## src/rtl/serial_paralelo_pkg.sv

```systemverilog
// Shared types and constants for the serial-to-parallel receive path.
package serial_paralelo_pkg;

    localparam int unsigned WORD_W  = 8;
    localparam int unsigned CNT_W   = 3;
    localparam int unsigned CCNT_W  = 4;
    localparam int unsigned SEEN_W  = 8;

    // Idle/alignment symbol, shared with the transmitter
    localparam logic [WORD_W-1:0] COMMA_SYM = 8'hBC;

    typedef enum logic [1:0] {
        HUNT  = 2'd0,
        ALIGN = 2'd1,
        SYNC  = 2'd2
    } state_t;

endpackage

```

## src/rtl/ser_shift_cnt.sv

```systemverilog
// Serial shift register and word bit counter for the deserialiser.
module ser_shift_cnt
    import serial_paralelo_pkg::*;
(
    input  logic              clk_32f,
    input  logic              reset,
    input  logic              data_in,
    input  logic              load_align,
    output logic [WORD_W-1:0] nxt,
    output logic              boundary
);

    logic [WORD_W-1:0] r_sr;
    logic [CNT_W-1:0]  r_bit_cnt;

    // Word as it will look once the current bit is shifted in
    assign nxt      = {r_sr[WORD_W-2:0], data_in};
    assign boundary = (r_bit_cnt == CNT_W'(WORD_W - 1));

    always_ff @(posedge clk_32f or negedge reset) begin
        if (!reset) begin
            r_sr      <= '0;
            r_bit_cnt <= '0;
        end else begin
            r_sr      <= nxt;
            r_bit_cnt <= load_align ? '0 : r_bit_cnt + CNT_W'(1);
        end
    end

endmodule

```

## src/rtl/serial_paralelo.sv

```systemverilog
// Comma-aligned 8-bit deserialiser: hunts for COMMA, qualifies COMMA_COUNT
// aligned commas, then emits data words. COMMA_CNT_EN adds comma_seen_cnt.
module serial_paralelo
    import serial_paralelo_pkg::*;
#(
    parameter logic [WORD_W-1:0] COMMA       = COMMA_SYM,
    parameter int unsigned       COMMA_COUNT = 4
) (
    input  logic              clk_32f,
    input  logic              reset,
    input  logic              data_in,
    output logic [WORD_W-1:0] data_out,
    output logic              valid_out,
    output logic              active
`ifdef COMMA_CNT_EN
    ,
    output logic [SEEN_W-1:0] comma_seen_cnt
`endif
);

    state_t              r_state;
    state_t              w_state_nxt;
    logic [CCNT_W-1:0]   r_comma_cnt;
    logic [CCNT_W-1:0]   w_comma_cnt_nxt;
    logic [WORD_W-1:0]   r_data_out;
    logic [WORD_W-1:0]   w_data_nxt;
    logic                r_valid_out;
    logic                w_valid_nxt;
    logic                r_active;
    logic                w_load_align;
    logic [WORD_W-1:0]   w_nxt;
    logic                w_boundary;
    logic                w_is_comma;

    ser_shift_cnt u_shift (
        .clk_32f    (clk_32f),
        .reset      (reset),
        .data_in    (data_in),
        .load_align (w_load_align),
        .nxt        (w_nxt),
        .boundary   (w_boundary)
    );

    assign w_is_comma = (w_nxt == COMMA);

    // Alignment FSM and next values of the output registers
    always_comb begin
        w_state_nxt     = r_state;
        w_comma_cnt_nxt = r_comma_cnt;
        w_data_nxt      = r_data_out;
        w_valid_nxt     = r_valid_out;
        w_load_align    = 1'b0;
        case (r_state)
            HUNT: begin
                if (w_is_comma) begin
                    w_load_align    = 1'b1;
                    w_comma_cnt_nxt = CCNT_W'(1);
                    w_state_nxt     = (COMMA_COUNT == 1) ? SYNC : ALIGN;
                end
            end
            ALIGN: begin
                if (w_boundary) begin
                    if (w_is_comma) begin
                        w_comma_cnt_nxt = r_comma_cnt + CCNT_W'(1);
                        if (w_comma_cnt_nxt == CCNT_W'(COMMA_COUNT)) begin
                            w_state_nxt = SYNC;
                        end
                    end else begin
                        w_comma_cnt_nxt = '0;
                        w_state_nxt     = HUNT;
                    end
                end
            end
            SYNC: begin
                if (w_boundary) begin
                    if (w_is_comma) begin
                        w_valid_nxt = 1'b0;
                    end else begin
                        w_data_nxt  = w_nxt;
                        w_valid_nxt = 1'b1;
                    end
                end
            end
            default: begin
                w_state_nxt     = HUNT;
                w_comma_cnt_nxt = '0;
            end
        endcase
    end

    always_ff @(posedge clk_32f or negedge reset) begin
        if (!reset) begin
            r_state     <= HUNT;
            r_comma_cnt <= '0;
            r_data_out  <= '0;
            r_valid_out <= 1'b0;
            r_active    <= 1'b0;
        end else begin
            r_state     <= w_state_nxt;
            r_comma_cnt <= w_comma_cnt_nxt;
            r_data_out  <= w_data_nxt;
            r_valid_out <= w_valid_nxt;
            r_active    <= (w_state_nxt == SYNC);
        end
    end

    assign data_out  = r_data_out;
    assign valid_out = r_valid_out;
    assign active    = r_active;

`ifdef COMMA_CNT_EN
    logic [SEEN_W-1:0] r_comma_seen;
    logic [SEEN_W-1:0] w_comma_seen_nxt;

    // Saturating count of idle commas seen once in sync
    always_comb begin
        w_comma_seen_nxt = r_comma_seen;
        if ((r_state == SYNC) && w_boundary && w_is_comma && (r_comma_seen != '1)) begin
            w_comma_seen_nxt = r_comma_seen + SEEN_W'(1);
        end
    end

    always_ff @(posedge clk_32f or negedge reset) begin
        if (!reset) begin
            r_comma_seen <= '0;
        end else begin
            r_comma_seen <= w_comma_seen_nxt;
        end
    end

    assign comma_seen_cnt = r_comma_seen;
`endif

endmodule

```

## config.mk

```make
export PLATFORM = sky130hd
export DESIGN_NAME = serial_paralelo
export DESIGN_NICKNAME = d
export VERILOG_FILES = /design/src/rtl/serial_paralelo_pkg.sv /design/src/rtl/ser_shift_cnt.sv /design/src/rtl/serial_paralelo.sv
export SDC_FILE = /design/constraint.sdc
export NUM_CORES = 1
export LEC_CHECK = 0
export ABC_AREA = 1
export BUFFER_PORTS_ARGS = -buffer_cell sky130_fd_sc_hd__buf_2
export CORE_ASPECT_RATIO = 0.6
export CORE_MARGIN = 4
export CORE_UTILIZATION = 50
export DETAILED_ROUTE_END_ITERATION = 8
export PLACE_DENSITY = 0.78
export SETUP_SLACK_MARGIN = 0.4
export SLEW_MARGIN = 20
export SYNTH_ARGS = -nofsm -noshare
export SYNTH_HDL_FRONTEND = slang
export SYNTH_SLANG_ARGS = --single-unit
```

## constraint.sdc

```tcl
create_clock -name clk_32f -period 1.5 [get_ports clk_32f]
set_input_delay 0.075 -clock clk_32f [delete_from_list [all_inputs] [get_ports clk_32f]]
set_output_delay 0.075 -clock clk_32f [all_outputs]
set_load 0.005 [all_outputs]
```

==> results.rst <==
.. list-table::
   :header-rows: 1

   * - Metric
     - Value
   * - Endpoint kind of the worst setup timing path
     - flop
   * - Net switching component of the power
     - 0.000343 W
   * - Final period utilization
     - 85.6%
   * - Worst max-slew margin expressed relative to the limit
     - between 60 and 70%
   * - Sequential share of the synthesized area
     - 56.5%
   * - Detail Route Antenna Nets
     - 0
   * - Clock Sinks
     - 26
   * - Pin slew with the least headroom to its limit
     - 538 ps
   * - Final-layout fill cell count
     - approximately 160
   * - Pin count of the biggest net entering global routing
     - 27
   * - Switching Share
     - 24.4%
   * - Total standard cell area after synthesis
     - 1150 µm²
   * - Via count of the first global-routing pass
     - 829
   * - Most common cell after layout, fill and taps aside
     - sky130_fd_sc_hd__nand2_1
   * - Gr usage total
     - 15.6%
   * - Clk_skew
     - 3.79 ps
   * - Count of different cell masters after synthesis
     - 18
   * - Net count after synthesis
     - about 130
   * - Arrival time at the worst endpoint
     - 1450 ps
   * - Full die area
     - 3160 µm²
   * - First-pass GRT wire length
     - 3700 µm
   * - Area Overhead vs Synth
     - 31.5%
   * - Residual DRC
     - 0
   * - Path class of the lowest-slack min-delay path
     - in2reg
   * - Combinational Power Share
     - between 10% and 20%
   * - Port buffer count
     - 12
   * - Number of cells traversed by the worst register-to-register path
     - 7
   * - Worst hold slack
     - ~100 ps
   * - Setup slack of the worst register-to-register path
     - 220 ps
   * - Share of final-layout standard cells stronger than drive strength 1
     - between 40% and 50%
   * - TritonCTS buffer count
     - 3
   * - Fin nets
     - around 160
   * - Antenna violations before repair
     - 0
   * - Category of the critical setup timing path
     - reg2reg
   * - Number of gates on the worst path with buffers counted
     - 7
   * - Site row count
     - 13
   * - Insertion delay to the later sink of the worst-skew pair
     - ~260 ps
   * - Maximum fanout encountered on the critical timing path
     - 6
   * - Internal power
     - 0.00107 W
   * - Number of max-cap violations
     - 0
   * - Required time of the worst setup path
     - 1660 ps
   * - Outcome
     - complete, no violations
   * - Die Span X
     - approximately 70 µm
   * - Max clock buf depth
     - 2
   * - Highest cell delay on the worst timing path
     - ~400 ps
   * - Number of buffer and inverter instances along the worst setup path
     - 1
   * - Mapped Cells
     - 125
   * - Total inserted antenna cells
     - 0
   * - WL final
     - 2230 µm
   * - H-tree depth reported by CTS
     - 1
   * - Global-route congestion overflow total
     - 0
   * - Number of violations reported at the end of detailed-routing iteration 0
     - 54
   * - Initial Util
     - 52.9%
   * - HPWL after detailed placement
     - between 1000 and 1500 µm
   * - YS warnings
     - 0
   * - Total power per unit cell area
     - 929 nW/µm²
   * - Final setup fails
     - 0
   * - Synthesized area per cell
     - 9.22 µm²
   * - Worst Hold Path Cells
     - 3
   * - Time the final worst path needs with I/O delays and setup
     - 1280 ps
   * - CTS root buf
     - sky130_fd_sc_hd__clkbuf_8
   * - Critical path, cell by cell
     - ha_4, ha_4, inv_6, nor2_8, nand2_4, nand2_1, nand2_1
   * - Setup repair after global routing missed its margin
     - true
   * - Post-Route Setup TNS
     - 0 ps
   * - CTS tree
     - yes
   * - Sequential share of power
     - 56.1%
   * - Via density
     - around 4.8
   * - Achievable frequency
     - between 700 and 800 MHz
   * - Vertical die dimension
     - between 40 and 50 µm
   * - Slew Limit Fails
     - 0
   * - Core area
     - about 2200 µm²
   * - Routed wirelength normalized by instance count
     - 12.5 µm
   * - Setup crit start kind
     - flop
   * - Share of power burned in the clock network
     - 30.9%
   * - Register clock-pin slew on the reported worst setup and hold paths
     - 80 ps
   * - Number of ports placed on the die boundary
     - 13
   * - Routability congestion estimate
     - 0.788
   * - DR vias
     - 858
   * - LEAKAGE
     - between 0.8 and 0.9 nW
   * - Category of cells accounting for the largest share of critical-path delay
     - simple AND/OR/NAND/NOR gates
   * - Synthesis-stage register bit count
     - 26
   * - Drt first pass iters
     - 5
   * - Most frequent cells in the layout
     - 31 x sky130_fd_sc_hd__nand2_1, 24 x sky130_fd_sc_hd__dfrtp_1, 12 x sky130_fd_sc_hd__buf_2
   * - Count of endpoints failing hold in the final timing report
     - 0
   * - IR drop worst, VDD
     - 0.000580 V
   * - Highest-delay cell along the critical path
     - sky130_fd_sc_hd__dfrtp_1
per-layer routing:
layer / share of wire, % / track usage, % / vias up
met1: 47 / 21.0 / 401
met2: 46 / 25.3 / 21
li1: - / - / 432
met5: 0 / 0 / -
met4: 1.2 / 3.44 / 0
met3: 5.6 / 5.11 / 4
synthesized netlist by cell type, drive strengths merged:
master,count,share of area (%)
o211ai,1,0.65
buf,1,0.98
nor2,12,6.2
o21ai,4,2.7
ha,4,4.3
inv,17,5.5
a21oi,1,0.76
nand2,49,18
nand4,1,0.54
nand3,9,3.9
dfrtp,26,56
layout make-up:
type / instances / area, µm² / area share (%)
well taps: 30 / 37.5 / 2.48
multi-input cells: 82 / 569 / 37.6
flip-flops and latches: 26 / 653 / 43.1
repair buffers: 20 / 129 / 8.51
clock buffers: 4 / 55.1 / 3.63
inverters: 17 / 71.3 / 4.71
power by group through the flow:
stage / clock network [W] / registers, W / logic (W)
after global placement: 0 / 0.000791 / 0.000120
final: 0.000434 / 0.000790 / 0.000184
after detailed placement: 0 / 0.000793 / 0.000132
after floorplan: 0 / 0.000786 / 0.0000944
after CTS: 0.000445 / 0.000781 / 0.000146
after global routing: 0.000478 / 0.000797 / 0.000209
sequential cells by signal (all words and copies together) (netlist names):
signal             count
r_state                2
r_comma_cnt            4
active                 1
u_shift.r_sr           7
u_shift.r_bit_cnt      3
valid_out              1
data_out               8
timing repair:
action | CTS | global route
hold buffers | 2 | 0
buffers inserted | 1 | 5
cloned | 0 | 1
pin swaps | 5 | 10
endpoints found under the hold margin | 27 | 0
resized for setup | 5 | 28
setup endpoints to repair | 19 | 19
kinds of logic after synthesis:
kind of cell	share of synthesized area [%]
buf+inv	6.51
flops	56.5
simple gates	28.6
fa+ha+maj	4.34
compound gates	4.13
metrics by stage:
stage / utilization, % / std cells / setup slack [ps] / instance area [µm²] / total power [W]
global placement: 58.0 / 166 / 258 / 1260 / 0.000911
global route: 69.5 / 179 / 151 / 1520 / 0.00148
floorplan: - / 125 / 287 / 1180 / 0.000880
detailed placement: 58.0 / 166 / 202 / 1260 / 0.000925
CTS: 63.0 / 173 / 217 / 1370 / 0.00137
finish: 69.5 / 179 / 217 / 1520 / 0.00141
tightest hold or removal path: cells and delay by family:
kind | cells | cell delay, ps
compound gates | 1 | 60
buf+inv | 2 | 190
path summary, 6_finish.rpt:
kind,startpoint,end
setup reg to reg,u_shift.r_bit_cnt[0],data_out[3]
hold reg to reg,u_shift.r_sr[5],u_shift.r_sr[6]
setup / recovery,u_shift.r_bit_cnt[0],data_out[3]
hold / removal,data_in,data_out[0]
max in group asynchronous,reset,r_comma_cnt[1]
min in group asynchronous,reset,data_out[3]
No activity file was read; power rests on OpenSTA's default activity.
